[src/rtl/ifq_pkg.sv]
// Shared widths and the queue entry layout for the instruction-fetch front end.
package ifq_pkg;

  localparam int IFQ_ADDR_W = 8;
  localparam int IFQ_DATA_W = 32;

  // One queued fetch: the word address it came from plus the instruction.
  typedef struct packed {
    logic [IFQ_ADDR_W-1:0] pc;
    logic [IFQ_DATA_W-1:0] inst;
  } ifq_entry_t;

endpackage

[src/rtl/ifetch_queue_if.sv]
// Bus between the fetch queue, instruction memory and the dual-issue decode stage.
// master: the fetch queue side. slave: memory/decode side.
interface ifetch_queue_if #(
  parameter int ADDR_W = 8,
  parameter int DATA_W = 32
);
  logic [ADDR_W-1:0] icache_a;
  logic [DATA_W-1:0] icache_rd;
  logic              redirect_valid;
  logic [ADDR_W-1:0] redirect_pc;
  logic [1:0]        deq;
  logic              inst0_valid;
  logic [DATA_W-1:0] inst0;
  logic [ADDR_W-1:0] pc0;
  logic              inst1_valid;
  logic [DATA_W-1:0] inst1;
  logic [ADDR_W-1:0] pc1;

  modport master (
    output icache_a,
    input  icache_rd,
    input  redirect_valid, redirect_pc, deq,
    output inst0_valid, inst0, pc0,
    output inst1_valid, inst1, pc1
  );

  modport slave (
    input  icache_a,
    output icache_rd,
    output redirect_valid, redirect_pc, deq,
    input  inst0_valid, inst0, pc0,
    input  inst1_valid, inst1, pc1
  );
endinterface

[src/rtl/ifq_fifo.sv]
// Circular buffer: one write port, two head-relative read ports (head, head+1),
// a flush that empties it, and an occupancy count. Callers never over-read.
module ifq_fifo
  import ifq_pkg::*;
#(
  parameter type entry_t = ifq_entry_t,
  parameter int  DEPTH   = 4
) (
  input  logic                       clk,
  input  logic                       reset,
  input  logic                       flush,
  input  logic                       wr_en,
  input  entry_t                     wr_data,
  input  logic [1:0]                 rd_cnt,
  output entry_t                     slot0,
  output entry_t                     slot1,
  output logic [$clog2(DEPTH+1)-1:0] count
);

  localparam int PW = $clog2(DEPTH);
  localparam int CW = $clog2(DEPTH + 1);

  entry_t        mem [DEPTH];
  logic [PW-1:0] head;
  logic [PW-1:0] tail;

  // Pointer and occupancy bookkeeping; flush returns both pointers to zero.
  // NOTE: sequential state uses non-blocking assignments so every register samples pre-edge values.
  always_ff @(posedge clk or negedge reset) begin
    if (!reset) begin
      head  <= '0;
      tail  <= '0;
      count <= '0;
    end else if (flush) begin
      head  <= '0;
      tail  <= '0;
      count <= '0;
    end else begin
      if (wr_en) tail <= tail + PW'(1);
      head  <= head + PW'(rd_cnt);
      count <= count - CW'(rd_cnt) + CW'(wr_en);
    end
  end

  // Entry storage; contents of empty slots are never observed as valid.
  // NOTE: the storage array has no reset, so it maps onto plain RAM/flops without a reset tree.
  always_ff @(posedge clk) begin
    if (wr_en && !flush) mem[tail] <= wr_data;
  end

  assign slot0 = mem[head];
  assign slot1 = mem[head + PW'(1)];

endmodule

[src/rtl/ifetch_queue.sv]
// Instruction-fetch front end: owns the fetch PC, fetches one word per cycle
// into ifq_fifo, presents two in-order slots to decode, clamps over-dequeue and
// flushes on redirect. Optional counters are enabled by macro IFQ_PERF_EN.
module ifetch_queue
  import ifq_pkg::*;
#(
  parameter int                ADDR_W   = IFQ_ADDR_W,
  parameter int                DATA_W   = IFQ_DATA_W,
  parameter int                QDEPTH   = 4,
  parameter logic [ADDR_W-1:0] RESET_PC = '0
) (
  input  logic          clk,
  input  logic          reset,
  ifetch_queue_if.master bus
`ifdef IFQ_PERF_EN
  ,
  output logic [15:0]   perf_full_cyc,
  output logic [15:0]   perf_redirects
`endif
);

  localparam int CW = $clog2(QDEPTH + 1);

  typedef struct packed {
    logic [ADDR_W-1:0] pc;
    logic [DATA_W-1:0] inst;
  } entry_t;

  logic [ADDR_W-1:0] pc;
  logic [CW-1:0]     count;
  logic [CW-1:0]     occ_after;
  logic [1:0]        deq_eff;
  logic              fetch;
  logic              full_block;
  entry_t            wr_data;
  entry_t            slot0;
  entry_t            slot1;

  // Clamp the dequeue request to what is actually queued, then decide whether
  // the slot freed this cycle (if any) leaves room to fetch.
  // NOTE: every always_comb output gets a default first so no latch can be inferred.
  always_comb begin
    deq_eff = bus.deq;
    if (CW'(bus.deq) > count) deq_eff = count[1:0];
    occ_after  = count - CW'(deq_eff);
    fetch      = !bus.redirect_valid && (occ_after < CW'(QDEPTH));
    full_block = !bus.redirect_valid && !(occ_after < CW'(QDEPTH));
  end

  // Fetch PC: redirect wins, otherwise advance only when a word is enqueued.
  always_ff @(posedge clk or negedge reset) begin
    if (!reset)                  pc <= RESET_PC;
    else if (bus.redirect_valid) pc <= bus.redirect_pc;
    else if (fetch)              pc <= pc + ADDR_W'(1);
  end

  assign wr_data.pc   = pc;
  assign wr_data.inst = bus.icache_rd;

  ifq_fifo #(
    .entry_t (entry_t),
    .DEPTH   (QDEPTH)
  ) u_fifo (
    .clk     (clk),
    .reset   (reset),
    .flush   (bus.redirect_valid),
    .wr_en   (fetch),
    .wr_data (wr_data),
    .rd_cnt  (deq_eff),
    .slot0   (slot0),
    .slot1   (slot1),
    .count   (count)
  );

  assign bus.icache_a    = pc;
  assign bus.inst0_valid = (count != '0);
  assign bus.inst1_valid = (count > CW'(1));
  assign bus.inst0       = slot0.inst;
  assign bus.pc0         = slot0.pc;
  assign bus.inst1       = slot1.inst;
  assign bus.pc1         = slot1.pc;

`ifdef IFQ_PERF_EN
  // Saturating event counters: full-queue fetch stalls and accepted redirects.
  always_ff @(posedge clk or negedge reset) begin
    if (!reset) begin
      perf_full_cyc  <= '0;
      perf_redirects <= '0;
    end else begin
      if (full_block && perf_full_cyc != 16'hFFFF) perf_full_cyc <= perf_full_cyc + 16'd1;
      if (bus.redirect_valid && perf_redirects != 16'hFFFF) perf_redirects <= perf_redirects + 16'd1;
    end
  end
`else
  logic unused_full_block;
  assign unused_full_block = full_block;
`endif

endmodule

[src/flat_wrapper.sv]
// flat-port wrapper written by rule: the top's interface ports become plain ports
module ifetch_queue_flat import ifq_pkg::*;
#(
  parameter int                ADDR_W   = IFQ_ADDR_W,
  parameter int                DATA_W   = IFQ_DATA_W,
  parameter int                QDEPTH   = 4,
  parameter logic [ADDR_W-1:0] RESET_PC = '0
)
  (clk, reset, bus_icache_a, bus_icache_rd, bus_redirect_valid, bus_redirect_pc, bus_deq, bus_inst0_valid, bus_inst0, bus_pc0, bus_inst1_valid, bus_inst1, bus_pc1);
  ifetch_queue_if #(.ADDR_W(ADDR_W), .DATA_W(DATA_W)) bus_i ();
  input  logic clk;
  input  logic reset;
  output wire logic [$bits(bus_i.icache_a)-1:0] bus_icache_a;
  input wire logic [$bits(bus_i.icache_rd)-1:0] bus_icache_rd;
  input wire logic [$bits(bus_i.redirect_valid)-1:0] bus_redirect_valid;
  input wire logic [$bits(bus_i.redirect_pc)-1:0] bus_redirect_pc;
  input wire logic [$bits(bus_i.deq)-1:0] bus_deq;
  output wire logic [$bits(bus_i.inst0_valid)-1:0] bus_inst0_valid;
  output wire logic [$bits(bus_i.inst0)-1:0] bus_inst0;
  output wire logic [$bits(bus_i.pc0)-1:0] bus_pc0;
  output wire logic [$bits(bus_i.inst1_valid)-1:0] bus_inst1_valid;
  output wire logic [$bits(bus_i.inst1)-1:0] bus_inst1;
  output wire logic [$bits(bus_i.pc1)-1:0] bus_pc1;
  assign bus_icache_a = bus_i.icache_a;
  assign bus_i.icache_rd = bus_icache_rd;
  assign bus_i.redirect_valid = bus_redirect_valid;
  assign bus_i.redirect_pc = bus_redirect_pc;
  assign bus_i.deq = bus_deq;
  assign bus_inst0_valid = bus_i.inst0_valid;
  assign bus_inst0 = bus_i.inst0;
  assign bus_pc0 = bus_i.pc0;
  assign bus_inst1_valid = bus_i.inst1_valid;
  assign bus_inst1 = bus_i.inst1;
  assign bus_pc1 = bus_i.pc1;
  ifetch_queue #(.ADDR_W(ADDR_W), .DATA_W(DATA_W), .QDEPTH(QDEPTH), .RESET_PC(RESET_PC)) u_core (.clk(clk), .reset(reset), .bus(bus_i));
endmodule
[config.mk]
export PLATFORM = sky130hd
export DESIGN_NAME = ifetch_queue_flat
export DESIGN_NICKNAME = d
export VERILOG_FILES = /design/src/rtl/ifq_pkg.sv /design/src/rtl/ifetch_queue_if.sv /design/src/rtl/ifq_fifo.sv /design/src/rtl/ifetch_queue.sv /design/src/flat_wrapper.sv
export SDC_FILE = /design/constraint.sdc
export NUM_CORES = 1
export LEC_CHECK = 0
export CAP_MARGIN = 20
export CORE_UTILIZATION = 49
export CTS_BUF_LIST = sky130_fd_sc_hd__clkbuf_4 sky130_fd_sc_hd__clkbuf_8
export CTS_CLUSTER_SIZE = 40
export DETAILED_ROUTE_END_ITERATION = 12
export HOLD_SLACK_MARGIN = 0.15
export PLACE_DENSITY = 0.79
export SYNTH_ARGS = -nofsm -noshare
export SYNTH_HDL_FRONTEND = slang
export SYNTH_SLANG_ARGS = --single-unit
[constraint.sdc]
create_clock -name clk -period 3.85 [get_ports clk]
set_clock_uncertainty 0.1 [all_clocks]
set_input_delay 0.5775 -clock clk [delete_from_list [all_inputs] [get_ports clk]]
set_output_delay 0.5775 -clock clk [all_outputs]
set_load 0.005 [all_outputs]
## Word-level counts from Yosys, hierarchy flattened

Memories as Yosys holds them, arrays and structs flattened.
Cells that the tools add are included.

- Register bits after elaboration: 15
- RAM bits: 160
- Output and inout port bits: 90
- Memories: 1

- Add/sub/neg operators: 6
- $lt $le $gt $ge: 3
- Mux-type cells: 9
- Reduce and logical (&&, ||, !) cells: 5

Memories:

| memory | words | bits a word | read ports | clocked after memory_dff | write ports | RTL line | source |
|---|---|---|---|---|---|---|---|
| u_core.u_fifo.mem | 4 | 40 | 2 | 0 | 1 | ifq_fifo.sv:23 | `entry_t mem [DEPTH];` |

Operators by type and width:

| operator | count |
|---|---|
| $mux W8 | 2 |
| $add A8 B1 Y8 const B | 1 |
| $mux W2 | 4 |
| $add A2 B1 Y2 const B | 2 |
| $add A3 B1 Y3 | 1 |
| $gt A2 B3 Y1 | 1 |
| $gt A3 B1 Y1 const B | 1 |
| $lt A3 B3 Y1 const B | 1 |
| $mux W3 | 1 |
| $reduce_bool A3 Y1 | 1 |
| $sub A3 B2 Y3 | 1 |
| $add A2 B2 Y2 | 1 |
| $logic_and A1 B1 Y1 | 2 |
| $mux W1 | 2 |
| $reduce_bool A2 Y1 | 1 |
| $logic_not A1 Y1 | 1 |

## Longest topological paths before layout

- Word-level depth: 8
- Gate-level depth with buffers: 17
- Depth with buffers taken out: 16

## Hierarchy

A second synthesis with hierarchy kept.

- Cell total of the unflattened synthesis: 372
- Area total of the unflattened synthesis: 7896.3 µm²

By module, submodules not included:

| module | times used | cells an instance | area each (µm²) | seq. area each (µm²) |
|---|---|---|---|---|
| ifq_fifo | 1 | 297 | 7269.5 | 4979.8 |
| ifetch_queue | 1 | 75 | 626.9 | 200.2 |

## Least setup slack after synthesis

OpenSTA, ideal clock, no wires.

- Path type: input to register
- From: input bus_deq[1]
- To: memory u_core.u_fifo.mem[0][0] (netlist name) (enable)
- Setup time: 401 ps
- Arrival: 3332 ps
- Data required time: 3349 ps
- Slack: 17 ps
- Cell stages on the path: 13
- Cell sequence: inv_1 > ha_1 > nor2b_1 > o21ai_2 > nand2_1 > o21ai_1 > ha_1 > inv_1 > ha_1 > o21ai_2 > nand2_8 > nor2_2 > and2_1

- Longest elaborated chain between the ends: 8

Ends and longest elaborated chain:

| what | RTL line | source |
|---|---|---|
| start: declaration | flat_wrapper.sv:17 | `input wire logic [$bits(bus_i.deq)-1:0] bus_deq;` |
| $gt A2 B3 Y1 | ifetch_queue.sv:44 | `if (CW'(bus.deq) > count) deq_eff = count[1:0];` |
| $mux W2 (*) | ifetch_queue.sv:44 |  |
| $sub A3 B2 Y3 (*) | ifetch_queue.sv:45 | `occ_after = count - CW'(deq_eff);` |
| $lt A3 B3 Y1 (*) | ifetch_queue.sv:46 | `fetch = !bus.redirect_valid && (occ_after < CW'(QDEPTH));` |
| $logic_and A1 B1 Y1 (*) | ifetch_queue.sv:46 |  |
| $logic_and A1 B1 Y1 (*) | ifq_fifo.sv:48 | `if (wr_en && !flush) mem[tail] <= wr_data;` |
| $mux W1 (*) | ifq_fifo.sv:48 |  |
| $mux W1 (not written as such) (*) | ifq_fifo.sv:48 |  |
| end: declaration | ifq_fifo.sv:23 |  |

Mark *: on every way between the ends. The rest lies on a longest branch, timed or not.

## Worst setup path in the final report

- From: input bus_deq[1]
- To: register u_core.u_fifo.count[2]

- Longest elaborated chain between the ends: 7

Ends and longest elaborated chain:

| what | RTL line | source |
|---|---|---|
| $gt A2 B3 Y1 | ifetch_queue.sv:44 |  |
| $mux W2 (*) | ifetch_queue.sv:44 |  |
| $sub A3 B2 Y3 (*) | ifq_fifo.sv:41, ifetch_queue.sv:45 |  |
| $lt A3 B3 Y1 | ifetch_queue.sv:46 |  |
| $logic_and A1 B1 Y1 | ifetch_queue.sv:46 |  |
| $add A3 B1 Y3 (*) | ifq_fifo.sv:41 | `count <= count - CW'(rd_cnt) + CW'(wr_en);` |
| $mux W3 (*) | ifq_fifo.sv:34 | `end else if (flush) begin` |
| end signal: assignment | ifq_fifo.sv:41 |  |
| end: declaration | ifq_fifo.sv:17 | `output logic [$clog2(DEPTH+1)-1:0] count` |

Marked as above.
A chain may end at the register's enable or synchronous reset.

==> impl_metrics.yaml <==
run_status:
  result_of_the_run: "finished, final reports clean"
drt:
  drt-initial-drc-count: 308
  drt_pre_antenna_iters: 4
  wl_per_cell_um: 20.1
  remaining_drc_errors: 0
  route.detailed.vias_per_inst: 5.61
  antenna_violating_nets_post_route: 0
  total_via_count_after_detailed_routing: 4120
  finalWirelength_um: 14800
cts:
  cts_buffers: 17
  cts_htree_levels: 4
  ctsHoldBuffers: 0
  clkSinkCount: 175
  postCtsResizedCells: 0
  cts_post_setup_buffers_inserted: 0
  worst_setup_hold_path_clk_slew_ps: 80
  cts_tree: "yes"
  insertion_delay_of_the_later_clocked_pin_in_the_worst_skew_pair_ps: 440
  cell_chosen_for_the_clock_root: "sky130_fd_sc_hd__clkbuf_8"
  clock_path_buffers: 2
worst_setup_path:
  crit_arrival_ps: 3600
  r2r_end: "u_core.u_fifo.count[2]"
  reg2regPathDepth: 15
  worst_path_required_ps: 4070
  endpoint_kind: "register"
  crit_path_start: "bus_deq[1]"
  setup.worst_path.start_class: "input pin"
  r2r_slack_ps: 750
  crit_end: "u_core.u_fifo.count[2]"
  timing_worst_setup_path_type: "in -> reg"
  worstPathMaxFanout: 5
  regToRegStartpoint: "u_core.u_fifo.count[1]"
timing:
  slew_headroom: 0.531
  final-max-slew-violation-count: 0
  tightest_slew_ps: 704
  final_period_minus_worst_setup_slack_ps: 3380
  max_freq_ghz: 0.296
  timing_hold_violations_final: 0
  setup_viol: 0
  grt_setup_unrepaired: "no"
  setup-tns-final_ps: 0
  min_period_over_period: 0.877
placed_design:
  detailed_place_hpwl_um: 10200
  placement.io_buffers: 134
  gp_weighted_congestion: 0.850
logic_synthesis:
  yosys.area_share.adder: 0.0210
  synth-edff-count: 160
  synthesis.instances: 364
  post-synth-top-area-cell: "sky130_fd_sc_hd__edfxtp_1"
  fraction_of_the_mapped_netlist_area_in_simple_logic_gates: 0.0294
  syn_area_mm2: 0.00773
  ys_top_cells_by_area: "sky130_fd_sc_hd__edfxtp_1 62%, sky130_fd_sc_hd__mux4_2 23%, sky130_fd_sc_hd__dfrtp_1 4.9%"
  synth_warnings: 0
  ys.flop_type: "sky130_fd_sc_hd__edfxtp_1"
  post_synthesis_compound_gate_area_fraction: 0.00938
  postSynth.asyncResetShare: 0.0857
  ys_top_cells_by_count: "160 x sky130_fd_sc_hd__edfxtp_1, 80 x sky130_fd_sc_hd__mux4_2, 15 x sky130_fd_sc_hd__dfrtp_1"
  share_of_cell_area_taken_by_muxes_after_synthesis: 0.237
  synth-seq-area-share: 0.670
  synth_cell_types: 30
  yosys.area_share.xor_xnor: 0.0125
  combinational_family_with_the_most_area_after_synthesis: "multiplexers"
  synthDominantCellAreaShare: 0.621
  synth_area_per_cell_um2: 21.2
  syn_nets: 422
  yosys_register_bits: 175
  synth_most_common_cell: "sky130_fd_sc_hd__edfxtp_1"
cells_and_area:
  area_delta_synth_final_pct: 26.3
  num-nets-final: 569
  drive_above_1_share: 0.254
  post-route-util: 0.638
  area_occupied_by_multi_input_gates_mm2: 0.00240
  antenna_cells: 0
  nFillCells: 1069
  area.sequential_mm2: 0.00519
power:
  post-layout-total-power_mw: 7.02
  peakVddDrop_uv: 362
  total_leakage_power_nw: 3.18
  power-per-cell-area_mw_per_mm2: 719
global_route:
  via_count_of_the_first_global_routing_pass: 4258
  grt_max_degree: 42
  gr-total-overflow: 0
  grt_antenna_before_repair: 0
  grt.total_usage: 0.198
  wire_length_of_the_first_global_routing_pass_um: 23600
floorplan:
  die_area_mm2: 0.0163
  start_util: 0.505
  number_of_core_rows: 45
  num_io_pins: 135
  die_height_um: 128
  coreArea_mm2: 0.0153
  die_w_um: 128
flow_run:
  drv_cap: 0
worst_hold_path:
  holdCritPathClass: "in -> async"
per-layer routing:
metal,up-vias,GRT usage,part of all wire
met5,-,0,0
met1,2119,0.269,0.43
li1,1824,-,-
met4,0,0.0644,0.0092
met2,164,0.320,0.50
met3,13,0.0473,0.065
sequential cells by signal (all words and copies together), names as in the netlist:
register / cells
u_core.u_fifo.count: 3
u_core.bus.icache_a: 8
u_core.u_fifo.mem: 160
u_core.u_fifo.head: 2
u_core.u_fifo.tail: 2
where the power goes:
part	internal (mW)	leakage, nW	switching (mW)
Sequential	2.49	1.64	0.357
Combinational	1.98	1.37	1.09
Clock	0.513	0.169	0.595
Total	4.98	3.18	2.04
logic make-up (layout without fill, tap and decap cells):
| group | after synthesis | after routing |
|---|---|---|
| DFF | 175 | 175 |
| muxes | 83 | 83 |
| and+or+nand+nor | 40 | 40 |
| buffers and inverters | 29 | 188 |
| adders and majority gates | 13 | 13 |
| AOI/OAI and AO/OA | 13 | 13 |
| xor gates and xnor gates | 11 | 11 |
worst max-delay path: stages:
cell and delay, ps:
sky130_fd_sc_hd__clkdlybuf4s50_1 520, sky130_fd_sc_hd__inv_1 80, sky130_fd_sc_hd__ha_1 300, sky130_fd_sc_hd__nor2b_1 140
sky130_fd_sc_hd__o21ai_2 190, sky130_fd_sc_hd__nand2_1 80, sky130_fd_sc_hd__o21ai_1 110, sky130_fd_sc_hd__ha_1 170
sky130_fd_sc_hd__inv_1 40, sky130_fd_sc_hd__ha_1 190, sky130_fd_sc_hd__or3_1 410, sky130_fd_sc_hd__nand2_8 110
sky130_fd_sc_hd__nor2_2 60, sky130_fd_sc_hd__ha_1 210, sky130_fd_sc_hd__ha_1 200, sky130_fd_sc_hd__xnor2_1 150
sky130_fd_sc_hd__nor2_1 60
how the worst min path moves through the flow:
stage,to,cells past startpoint
6_report,u_core.bus.icache_a[0],1
2_1_floorplan,u_core.bus.icache_a[0],0
4_1_cts,u_core.bus.icache_a[0],1
3_5_place_dp,u_core.u_fifo.tail[1],2
5_1_grt,u_core.bus.icache_a[0],1
3_3_place_gp,u_core.u_fifo.tail[1],2
area by class of cell:
type                    instances  area share
multi-input cells             160       0.246
clock inverters                12     0.00974
flip-flops and latches        175       0.531
inverters                       8     0.00308
clock buffers                  19      0.0255
well taps                     211      0.0270
repair buffers                149       0.158
cell usage in the layout (no fill, tap or decap), types with 5 or more instances in the layout:
master / n
sky130_fd_sc_hd__xor2_1: 8
sky130_fd_sc_hd__nand2_1: 12
sky130_fd_sc_hd__clkbuf_8: 17
sky130_fd_sc_hd__mux4_2: 80
sky130_fd_sc_hd__edfxtp_1: 160
sky130_fd_sc_hd__buf_12: 7
sky130_fd_sc_hd__inv_1: 7
sky130_fd_sc_hd__nor2b_1: 5
sky130_fd_sc_hd__clkdlybuf4s50_1: 134
sky130_fd_sc_hd__ha_1: 13
sky130_fd_sc_hd__o21ai_1: 9
sky130_fd_sc_hd__buf_4: 8
sky130_fd_sc_hd__dfrtp_1: 13
stage by stage:
| step | std cells | cell area (um2) | hold WS [ps] | worst slack (ps) |
|---|---|---|---|---|
| after floorplan | 364 | 7730 | 182 | 16.7 |
| after global placement | 703 | 9420 | 456 | 150 |
| after detailed placement | 703 | 9420 | 480 | 9.94 |
| after CTS | 734 | 9760 | 435 | 408 |
| after global routing | 734 | 9760 | 475 | 272 |
| final | 734 | 9760 | 444 | 472 |
Note: power is estimated with default switching activity, not from simulation.
